--- config.mk ---
export PLATFORM = sky130hd
export DESIGN_NAME = uart_rx_byte
export DESIGN_NICKNAME = d
export VERILOG_FILES = /design/src/rtl/uart_rx_byte.sv
export SDC_FILE = /design/constraint.sdc
export NUM_CORES = 1
export LEC_CHECK = 0
export CORE_MARGIN = 2
export CORE_UTILIZATION = 45
export DETAILED_ROUTE_END_ITERATION = 12
export PLACE_DENSITY = 0.66
export SYNTH_ARGS = -nofsm -noshare
export SYNTH_HDL_FRONTEND = slang
export SYNTH_SLANG_ARGS = --single-unit
--- constraint.sdc ---
create_clock -name clk -period 2.39 [get_ports clk]
set_input_delay 0.478 -clock clk [delete_from_list [all_inputs] [get_ports clk]]
set_output_delay 0.478 -clock clk [all_outputs]
set_load 0.01 [all_outputs]
--- src/rtl/uart_rx_byte.sv ---
// uart_rx_byte: 8N1 serial receiver with a two-flop input synchroniser,
// start-bit validation at half-bit, mid-bit data/stop sampling, a sticky
// framing-error flag and a wrapping good-byte counter.
//
// state   | meaning
// --------+---------------------------------------------------------------
// S_IDLE  | line idle, waiting for rxs to fall
// S_START | timing half a bit to confirm the start bit (glitch filter)
// S_DATA  | sampling 8 data bits at mid-bit, LSB first
// S_STOP  | sampling the stop bit at mid-bit
// S_BREAK | stop bit was low; wait for the line to return high
module uart_rx_byte #(
  parameter int CLKS_PER_BIT = 868
) (
  input  logic       clk,
  input  logic       reset,
  input  logic       rxd,
  output logic [7:0] rx_data,
  output logic       rx_valid,
  output logic       frame_err,
  output logic       busy,
  output logic [7:0] rx_count
);

  // Bit timer width; CLKS_PER_BIT must be at least 4 for the half-bit
  // compare to be meaningful.
  localparam int CW = $clog2(CLKS_PER_BIT);

  localparam logic [CW-1:0] HALF_LAST = CW'(CLKS_PER_BIT / 2 - 1);
  localparam logic [CW-1:0] FULL_LAST = CW'(CLKS_PER_BIT - 1);

  typedef enum logic [2:0] {
    S_IDLE  = 3'd0,
    S_START = 3'd1,
    S_DATA  = 3'd2,
    S_STOP  = 3'd3,
    S_BREAK = 3'd4
  } state_t;

  state_t r_state;
  state_t w_state_next;

  logic          r_sync1;
  logic          r_sync2;
  logic [CW-1:0] r_timer;
  logic [2:0]    r_idx;
  logic [7:0]    r_shift;
  logic [7:0]    r_rx_data;
  logic          r_rx_valid;
  logic          r_frame_err;
  logic [7:0]    r_rx_count;

  logic w_rxs;
  logic w_half_hit;
  logic w_full_hit;
  logic w_timer_clr;
  logic w_bit_sample;
  logic w_byte_good;
  logic w_frame_bad;

  assign w_rxs      = r_sync2;
  assign w_half_hit = (r_timer == HALF_LAST);
  assign w_full_hit = (r_timer == FULL_LAST);

  // Two-flop synchroniser; resets to the idle (high) line level so a reset
  // never looks like a start edge.
  always_ff @(posedge clk or posedge reset) begin
    if (reset) begin
      r_sync1 <= 1'b1;
      r_sync2 <= 1'b1;
    end else begin
      r_sync1 <= rxd;
      r_sync2 <= r_sync1;
    end
  end

  // State register.
  always_ff @(posedge clk or posedge reset) begin
    if (reset) begin
      r_state <= S_IDLE;
    end else begin
      r_state <= w_state_next;
    end
  end

  // Next-state decode plus the per-cycle strobes that steer the datapath.
  always_comb begin
    w_state_next = r_state;
    w_timer_clr  = 1'b0;
    w_bit_sample = 1'b0;
    w_byte_good  = 1'b0;
    w_frame_bad  = 1'b0;
    case (r_state)
      S_IDLE: begin
        w_timer_clr = 1'b1;
        if (!w_rxs) begin
          w_state_next = S_START;
        end
      end
      S_START: begin
        if (w_half_hit) begin
          w_timer_clr  = 1'b1;
          // A start bit that is already high again at half-bit was noise.
          w_state_next = w_rxs ? S_IDLE : S_DATA;
        end
      end
      S_DATA: begin
        if (w_full_hit) begin
          w_timer_clr  = 1'b1;
          w_bit_sample = 1'b1;
          if (r_idx == 3'd7) begin
            w_state_next = S_STOP;
          end
        end
      end
      S_STOP: begin
        if (w_full_hit) begin
          w_timer_clr = 1'b1;
          // Leaving at mid stop bit lets a back-to-back start edge be seen.
          if (w_rxs) begin
            w_byte_good  = 1'b1;
            w_state_next = S_IDLE;
          end else begin
            w_frame_bad  = 1'b1;
            w_state_next = S_BREAK;
          end
        end
      end
      S_BREAK: begin
        w_timer_clr = 1'b1;
        if (w_rxs) begin
          w_state_next = S_IDLE;
        end
      end
      default: begin
        w_timer_clr  = 1'b1;
        w_state_next = S_IDLE;
      end
    endcase
  end

  // Bit timer: counts up inside a bit, restarts on every state change and
  // at each sample point.
  always_ff @(posedge clk or posedge reset) begin
    if (reset) begin
      r_timer <= '0;
    end else if (w_timer_clr) begin
      r_timer <= '0;
    end else begin
      r_timer <= r_timer + CW'(1);
    end
  end

  // Data-bit index; parked at zero outside DATA so each frame starts at bit 0.
  always_ff @(posedge clk or posedge reset) begin
    if (reset) begin
      r_idx <= 3'd0;
    end else if (r_state != S_DATA) begin
      r_idx <= 3'd0;
    end else if (w_bit_sample) begin
      r_idx <= r_idx + 3'd1;
    end
  end

  // Assembly register, filled LSB first at each mid-bit sample.
  always_ff @(posedge clk or posedge reset) begin
    if (reset) begin
      r_shift <= 8'h00;
    end else if (w_bit_sample) begin
      r_shift[r_idx] <= w_rxs;
    end
  end

  // Output registers: publish good bytes, track framing errors and count.
  always_ff @(posedge clk or posedge reset) begin
    if (reset) begin
      r_rx_data   <= 8'h00;
      r_rx_valid  <= 1'b0;
      r_frame_err <= 1'b0;
      r_rx_count  <= 8'h00;
    end else begin
      r_rx_valid <= w_byte_good;
      if (w_byte_good) begin
        r_rx_data   <= r_shift;
        r_frame_err <= 1'b0;
        r_rx_count  <= r_rx_count + 8'd1;
      end else if (w_frame_bad) begin
        r_frame_err <= 1'b1;
      end
    end
  end

  assign rx_data   = r_rx_data;
  assign rx_valid  = r_rx_valid;
  assign frame_err = r_frame_err;
  assign rx_count  = r_rx_count;
  assign busy      = (r_state != S_IDLE);

endmodule

==> results of run 1 <==
## through the flow
step / util (%) / worst slack [ns] / instance area (sq um) / power, mW
after floorplan: - / 0.186 / 2060 / 0.775
after global placement: 53.8 / 0.241 / 2360 / 0.784
after detailed placement: 53.8 / 0.190 / 2360 / 0.785
after CTS: 55.9 / 0.178 / 2450 / 1.26
after global routing: 55.9 / 0.137 / 2450 / 1.29
final: 55.9 / 0.182 / 2450 / 1.23
## flip-flops by register name (all words and copies together), names as in the netlist, 3 cells and up
signal and cells:
r_shift 8, r_state 3, rx_count 8, rx_data 8
r_timer 10, r_idx 3
## cells in the mapped netlist, drive strengths merged
master	count	share of area (%)
dfrtp	42	51
nor2	21	3.8
mux2	17	9.3
xnor2	12	5.1
nand2	7	1.3
nand3	6	1.5
nand4	6	1.8
ha	5	3.0
inv	5	0.91
nor3	5	1.5
and3	4	1.2
buf	4	1.2
clkbuf	4	0.79
nand4b	4	1.7
nor4	4	2.2
xor2	4	1.7
dfstp	2	2.5
mux2i	2	0.97
nor4b	2	1.9
o211ai	2	0.73
or3b	2	0.85
a21oi	1	0.24
a31o	1	0.42
a31oi	1	0.30
a32oi	1	0.42
and4	1	0.42
and4b	1	0.48
nand2b	1	0.30
nand3b	1	0.36
nand4bb	1	0.55
nor2b	1	0.30
o21ai	1	0.24
o22ai	1	0.30
or3	1	0.30
or4	1	0.55
## layout by cell type, fill, tap and decap left out, types with 6 or more instances in the layout
| master | count |
|---|---|
| dfrtp_1 | 42 |
| nor2_1 | 21 |
| clkdlybuf4s50_1 | 21 |
| mux2_2 | 15 |
| xnor2_1 | 12 |
| buf_4 | 8 |
| nand2_1 | 7 |
| nand4_1 | 6 |
| nand3_1 | 6 |
| clkbuf_8 | 6 |
## worst register-to-register path, delay by kind of cell, from the launching register on
family / cells / cell delay, ns
multiplexers: 1 / 0.35
AND/OR/NAND/NOR: 3 / 1.30
flip-flops: 1 / 0.44
## layer usage
metal	vias up	track usage [%]
li1	666	-
met2	21	27.5
met3	4	5.06
met1	701	22.6
met4	0	5.03
met5	-	0
## area by class of cell
cell class | count | area, sq um
Fill cell | 387 | 1930
Sequential cell | 44 | 1100
Multi-Input combinational cell | 117 | 902
Timing Repair Buffer | 29 | 270
Clock buffer | 8 | 90.1
Tap cell | 52 | 65.1
Inverter | 5 | 18.8
## how the worst max path moves through the flow
| stage | to | cells past startpoint |
|---|---|---|
| 6_report | r_shift[4]$_DFFE_PP0P_ | 4 |
| 5_1_grt | r_shift[2]$_DFFE_PP0P_ | 5 |
| 4_1_cts | r_shift[4]$_DFFE_PP0P_ | 4 |
| 3_5_place_dp | r_shift[4]$_DFFE_PP0P_ | 4 |
| 3_3_place_gp | r_shift[2]$_DFFE_PP0P_ | 4 |
| 2_1_floorplan | r_shift[2]$_DFFE_PP0P_ | 5 |
## power by group
group / total (mW) / switching, mW / internal, mW / leakage (nW)
sequential: 0.750 / 0.00315 / 0.747 / 0.593
combinational: 0.0187 / 0.0143 / 0.00444 / 0.432
clock: 0.465 / 0.230 / 0.236 / 0.0455
## cells by family (layout without fill, tap and decap cells)
kind of cell	Yosys count	in the layout	share of synthesized area [%]
AOI/OAI and AO/OA	8	8	2.67
xor gates and xnor gates	16	16	6.79
adders and majority gates	5	5	3.03
buffers and inverters	13	42	2.85
DFF	44	44	53.5
muxes	19	19	10.2
and+or+nand+nor	69	69	21.0
==> qor.yml, run 1 <==
syn-num-nets: 182
grt_first_pass_wirelength_mm: 6.83
cp_slowest_stage_delay_ns: 0.54
postRouteAntennaNets: 0
crit_family: "simple AND/OR/NAND/NOR gates"
ctsResizeCount: 0
place_inst: 247
slew-limit-headroom_pct: 63.5
met1Wirelength_mm: 1.79
holdWs_ns: 0.358
core_sq_um: 4380
worst-r2r-setup-slack_ns: 0.18
rsz0062_at_grt: "false"
wl_mm: 3.75
drv_slew: 0
min-delay-start: "r_sync1$_DFF_PP1_"
r2r-start: "r_state[2]$_DFFE_PP0P_"
avgSynthCellArea_sq_um: 11.9
antenna_cells: 0
track_usage_pct: 17.1
worstHoldPathType: "reg -> reg"
crit_buf_inv: 0
yosysSeqAreaShare_pct: 53.5
top_layer_used: "met4"
peakVddDrop_mv: 0.293
cts_max_level: 2
clock_latency_ns: 0.29
drt_iter0_markers: 120
powerDensity_nw_per_um2: 504
setup.worst_path.class: "reg -> reg"
cp-start-kind: "register"
status: "completed"
reg2reg_depth: 4
p_leak_nw: 1.07
synth_area_sq_um: 2060
crit_start: "r_state[2]$_DFFE_PP0P_"
syn_inst: 174
grt_max_degree: 45
layoutNonFillerInstCount: 255
dr_wl_met2_mm: 1.80
first_pass_iters: 4
tightestPinTransition_ns: 0.548
rows: 24
dp_hpwl_mm: 2.68
skew_ns: 0.00828
synth_cell_types: 44
finalCriticalPeriod_ns: 2.21
wl_met3_um: 138
nets: 210
yosys_register_bits: 44
holdBufCountCts: 0
arrival_ns: 2.38
cp_slowest_cell: "or3b_2"
cts_buffer_depth: 2
grt_pass1_vias: 1431
timing.setup.tns_ns: 0
antenna_found_initial: 0
period_share_pct: 92.4
synth_warnings: 0
start_util_pct: 47.1
drv_cap: 0
syn2layout_area_growth_pct: 18.7
hold-path-cell-count: 0
cts_tree: "yes"
clkTransAtPathRegs_ns: 0.08
root_buffer: "clkbuf_8"
whs_endpoint: "r_sync2$_DFF_PP1_"
vias: 1392
cp_data_required_time_ns: 2.57
cts_setup_buffers: 0
max_freq_mhz: 453
crit_path_cell_trace: "or3b_2, or4_4, nor4b_2, mux2_1"
die_h_um: 71.7
wl_per_cell_um: 14.7
r2r_end: "r_shift[4]$_DFFE_PP0P_"
fp.dieW_um: 71.7
numCtsBuffers: 5
cts.sinks: 44
portBuffers: 21
grt-ovfl-total: 0
hold_violations: 0
drive_above_1_share_pct: 19.2
path_max_fanout: 7
setup_viol: 0
drc: 0
viasPerCell: 5.46
die-area_sq_um: 5150
io_pins: 22
routabilityCongestion: 0.860
crit_path_end_kind: "register"
No activity file was read; power rests on OpenSTA's default activity.
==> inputs of run 2 (changes only) <==
- CORE_MARGIN: 2 -> unset
- PLACE_DENSITY: 0.66 -> 0.69
- RECOVER_POWER: unset -> 25
==> run 2 against run 1 <==
Count of clock-buffer cells in the layout down 2. Critical path depth unchanged. Final cell count rose by 0.39%. Clock power is 27% higher. Register-to-register slack about the same. Cell area increased by 1.5%. Fmax down 0.48%. Largest power group unchanged. Core utilization up 0.83 points. Sequential power is essentially flat.
==> qor.yml, run 2 (synthesized netlist as in run 1, its figures left out) <==
layout_setup_ws_ns: 0.172  # -0.0107 ns
timing.setup.tns_ns: 0  # unchanged
finalCriticalPeriod_ns: 2.22  # +0.0107 ns
drv_slew: 0  # unchanged
max_freq_mhz: 451  # -0.48%
clock_latency_ns: 0.30  # about the same
final_cell_mix: "dfrtp_1, nor2_1, clkdlybuf4s50_1, mux2_2, xnor2_1"
cp-start-kind: "register"
reg2reg_depth: 4  # unchanged
top_register: "r_timer"
syn2layout_area_growth_pct: 20.4
cts_max_level: 2  # unchanged
cp_data_required_time_ns: 2.58  # about the same
rsz0062_at_grt: "false"
holdWs_ns: 0.358  # -0.00000200 ns
pwr-share-clk_pct: 43.4  # +5.7 points
hold-path-cell-count: 0  # unchanged
grt_pass1_vias: 1436  # +0.35%
track_usage_pct: 17.5  # +0.37 points
setup_viol: 0  # unchanged
powerDensity_nw_per_um2: 546  # +8.3%
slew-limit-headroom_pct: 30.6  # -33 points
holdBufCountCts: 0  # unchanged
rows: 24  # unchanged
ctsResizeCount: 0  # unchanged
cts.sinks: 44  # unchanged
dp_hpwl_mm: 2.65  # -1.1%
clkTransAtPathRegs_ns: 0.08  # about the same
p_sw_uw: 265  # +7.3%
postRouteAntennaNets: 0  # unchanged
p_leak_nw: 1.09  # +2.0%
first_pass_iters: 4  # unchanged
largest_register_ffs: 10  # unchanged
p_comb_share_pct: 1.3  # -0.2 points
root_buffer: "clkbuf_8"
routabilityCongestion: 0.760  # -12%
worstHoldPathType: "reg -> reg"
p_seq_share_pct: 55.3  # -5.5 points
p_int_mw: 1.09  # +11%
numCtsBuffers: 5  # unchanged
hold_violations: 0  # unchanged
wl_per_cell_um: 14.5  # -1.6%
n_fill_cell: 359  # -7.2%
fp.dieW_um: 69.7  # -2.8%
arrival_ns: 2.40  # +0.02 ns
seqCellArea_sq_um: 1100  # unchanged
drv_cap: 0  # unchanged
nets: 211  # +0.48%
grt-ovfl-total: 0  # unchanged
final_common_cell: "dfrtp_1"
crit_path_end_kind: "register"
die-area_sq_um: 4860  # -5.5%
grt_max_degree: 45  # unchanged
die_h_um: 69.7  # -2.8%
cts_setup_buffers: 0  # unchanged
dp_slack_ns: 0.184  # -0.00624 ns
cts_buffer_depth: 2  # unchanged
grt_first_pass_wirelength_mm: 6.56  # -4.0%
viasPerCell: 5.34  # -2.3%
core_sq_um: 4380  # unchanged
tightestPinTransition_ns: 1.04  # +0.493 ns
fin_area_sq_um: 2490  # +1.5%
skew_ns: 0.00846  # +0.000186 ns
drc: 0  # unchanged
path_max_fanout: 8  # +1
status: "completed"
start_util_pct: 47.1  # unchanged
io_pins: 22  # unchanged
fin_util_pct: 56.7  # +0.83 points
postPlaceCellArea_sq_um: 2370  # +0.32%
setup.worst_path.class: "reg -> reg"
portBuffers: 21  # unchanged
antenna_cells: 0  # unchanged
cts_tree: "yes"
peakVddDrop_mv: 0.344  # +18%
drive_above_1_share_pct: 20.6  # +1.4 points
p_sw_share_pct: 19.5  # -0.47 points
wl_mm: 3.71  # -1.2%
vias: 1366  # -1.9%
multiInputGateArea_sq_um: 902  # unchanged
antenna_found_initial: 0  # unchanged
drt_iter0_markers: 28  # -77%
period_share_pct: 92.8  # +0.45 points
## run 2: cell count changes in the layout (fill, tap and decap cells not counted), sizes merged
cell,before,now
clkdlybuf4s50,21,19
bufinv,0,1
clkinv,0,1
clkbuf,8,7
dlygate4sd3,0,2
## run 2: per-stage QoR
stage	power, mW	cells
final	1.36	256
after CTS	1.38	256
after detailed placement	0.785	248
after floorplan	0.775	174
after global routing	1.41	256
after global placement	0.784	248
## run 2: worst max-delay path, cell delays in order (launching register included)
cell and delay [ns]:
dfrtp_1 0.46, or3b_2 0.53, or4_4 0.49, nor4b_2 0.27
mux2_1 0.36
## run 2: power by group through the flow
stage,clock (mW),sequential (mW),combinational [mW]
2_1_floorplan,0,0.762,0.0130
3_3_place_gp,0,0.765,0.0194
3_5_place_dp,0,0.765,0.0197
4_1_cts,0.610,0.750,0.0198
5_1_grt,0.643,0.751,0.0208
6_report,0.589,0.750,0.0171
## run 2: area by class of cell
| class | instances | share of cell area (%) |
|---|---|---|
| Timing Repair Buffer | 30 | 11.1 |
| Inverter | 5 | 0.755 |
| Clock buffer | 6 | 3.32 |
| Sequential cell | 44 | 44.4 |
| Multi-Input combinational cell | 117 | 36.3 |
| Tap cell | 52 | 2.62 |
| Clock inverter | 2 | 1.56 |
## run 2: routing by layer
| metal | vias up | wire [um] | global-route usage (%) |
|---|---|---|---|
| li1 | 674 | - | - |
| met1 | 668 | 1690 | 21.0 |
| met2 | 20 | 1830 | 29.0 |
| met3 | 4 | 122 | 5.52 |
| met4 | 0 | 59 | 7.33 |
| met5 | - | 0 | 0 |
## run 2: worst paths after layout
check | to | slack [ns] | startpoint
worst max-delay path | r_shift[4]$_DFFE_PP0P_ | 0.17 | r_state[1]$_DFFE_PP0P_
min in group asynchronous | rx_valid$_DFF_PP0_ | 0.93 | reset
worst min register to register | r_sync2$_DFF_PP1_ | 0.36 | r_sync1$_DFF_PP1_
worst max register to register | r_shift[4]$_DFFE_PP0P_ | 0.17 | r_state[1]$_DFFE_PP0P_
max in group asynchronous | rx_count[5]$_DFFE_PP0P_ | 0.81 | reset
worst min-delay path | r_sync2$_DFF_PP1_ | 0.36 | r_sync1$_DFF_PP1_
==> inputs of run 3 (changes only) <==
- CORE_MARGIN: unset -> 5
- CTS_CLUSTER_SIZE: unset -> 40
- clock period: 2.39 -> 2.2 ns (I/O delays scaled with it)
==> run 3 against run 2 <==
Global-route usage fell by 3.9 points. Worst setup slack lost 0.086 ns. Clock skew is 0.0024 ns lower. Die area increased by 24%. Fmax up 4.9%. Critical endpoint is now r_shift[2]$_DFFE_PP0P_.
==> qor.yml, run 3 (synthesized netlist as in run 1, its figures left out) <==
grt-ovfl-total: 0  # unchanged
dp_slack_ns: 0.0899  # -0.0943 ns
hold-path-cell-count: 0  # unchanged
vias: 1415  # +3.6%
die-area_sq_um: 6040  # +24%
layoutNonFillerInstCount: 259  # +1.2%
clock_latency_ns: 0.29  # about the same
power_mw: 1.33  # -2.3%
skew_ns: 0.00607  # -0.00239 ns
antenna_cells: 0  # unchanged
min-delay-start: "r_sync1$_DFF_PP1_"
powerDensity_nw_per_um2: 531  # -2.7%
grt_first_pass_wirelength_mm: 6.77  # +3.2%
finalCriticalPeriod_ns: 2.11  # -0.104 ns
tightestPinTransition_ns: 1.04  # -0.00164 ns
holdWs_ns: 0.358  # +0.000227 ns
slew-limit-headroom_pct: 30.7  # +0.11 points
hold_violations: 0  # unchanged
wl_per_cell_um: 14.6  # +0.52%
wl_mm: 3.77  # +1.7%
io_pins: 22  # unchanged
max_freq_mhz: 473  # +4.9%
top_register: "r_timer"
track_usage_pct: 13.6  # -3.9 points
timing.setup.tns_ns: 0  # unchanged
n_fill_cell: 365  # +1.7%
final_common_cell: "dfrtp_1"
setup.worst_path.class: "reg -> reg"
clkTransAtPathRegs_ns: 0.08  # about the same
routabilityCongestion: 0.839  # +10%
cts.sinks: 44  # unchanged
grt_pass1_vias: 1450  # +0.97%
die_h_um: 77.7  # +11%
cp_data_required_time_ns: 2.39  # -0.19 ns
final_cell_mix: "dfrtp_1, nor2_1, clkdlybuf4s50_1, mux2_2, xnor2_1"
place_inst: 251  # +1.2%
cts_tree: "yes"
antenna_found_initial: 0  # unchanged
peakVddDrop_mv: 0.402  # +17%
core_sq_um: 4410  # +0.68%
dp_hpwl_mm: 2.73  # +3.0%
viasPerCell: 5.46  # +2.4%
cp-start-kind: "register"
fin_area_sq_um: 2500  # +0.40%
r2r-start: "r_state[2]$_DFFE_PP0P_"
root_buffer: "clkbuf_8"
whs_endpoint: "r_sync2$_DFF_PP1_"
path_max_fanout: 5  # -3
portBuffers: 21  # unchanged
p_leak_nw: 1.09  # -0.34%
cts_setup_buffers: 0  # unchanged
first_pass_iters: 4  # unchanged
crit_path_end_kind: "register"
status: "completed"
postRouteAntennaNets: 0  # unchanged
period_share_pct: 96.1  # +3.3 points
largest_register_ffs: 10  # unchanged
crit_start: "r_state[2]$_DFFE_PP0P_"
nets: 214  # +1.4%
fin_util_pct: 56.5  # -0.16 points
grt_max_degree: 45  # unchanged
drc: 0  # unchanged
cts_buffer_depth: 2  # unchanged
drive_above_1_share_pct: 22.2  # +1.6 points
postPlaceCellArea_sq_um: 2420  # +2.1%
drt_iter0_markers: 43  # +54%
r2r_end: "r_shift[2]$_DFFE_PP0P_"
cts_max_level: 2  # unchanged
worst-r2r-setup-slack_ns: 0.09  # -0.09 ns
worstHoldPathType: "reg -> reg"
reg2reg_depth: 4  # unchanged
syn2layout_area_growth_pct: 20.9
setup_viol: 0  # unchanged
drv_slew: 0  # unchanged
multiInputGateArea_sq_um: 913  # +1.2%
arrival_ns: 2.30  # -0.10 ns
rows: 24  # unchanged
rsz0062_at_grt: "false"
fp.dieW_um: 77.7  # +11%
drv_cap: 0  # unchanged
numCtsBuffers: 5  # unchanged
start_util_pct: 46.8  # -0.32 points
seqCellArea_sq_um: 1100  # unchanged
layout_setup_ws_ns: 0.0851  # -0.0865 ns
[run 3: area by class of cell]
class                           instances  share of cell area [%]
Multi-Input combinational cell        117                    36.6
Tap cell                               52                    2.61
Sequential cell                        44                    44.2
Clock buffer                            6                    2.91
Inverter                                5                   0.752
Timing Repair Buffer                   33                    12.4
Clock inverter                          2                   0.501
[run 3: what timing repair did]
item / CTS / global route
hold buffers: 0 / 0
gates resized for setup: 0 / 2
endpoints found under the setup margin: 0 / 4
[run 3: worst max path at each step]
stage / endpoint / slack, ns / cells past startpoint
global placement: r_shift[2]$_DFFE_PP0P_ / 0.11 / 4
floorplan: r_shift[2]$_DFFE_PP0P_ / 0.02 / 5
detailed placement: r_shift[2]$_DFFE_PP0P_ / 0.09 / 4
global route: r_shift[2]$_DFFE_PP0P_ / 0.01 / 4
finish: r_shift[2]$_DFFE_PP0P_ / 0.09 / 4
CTS: r_shift[2]$_DFFE_PP0P_ / 0.08 / 4
[run 3: power breakdown]
part           switching (mW)  internal [mW]  total (mW)
Combinational          0.0178        0.00467      0.0224
Sequential           0.000943          0.811       0.812
Clock                   0.269          0.222       0.491
Total                   0.288           1.04        1.33
[run 3: per-layer routing]
metal  vias up  wire (um)  track usage [%]
met5         -          0                0
met4         0         55             5.67
met3        10        184             3.24
met2        35       1960             23.5
met1       697       1570             16.0
li1        673          -                -
[run 3: worst max-delay path, stage by stage (launching register included)]
cell and delay [ns]:
dfrtp_1 0.38, or3b_4 0.43, or4_4 0.60, nor4b_4 0.27, mux2_1 0.33
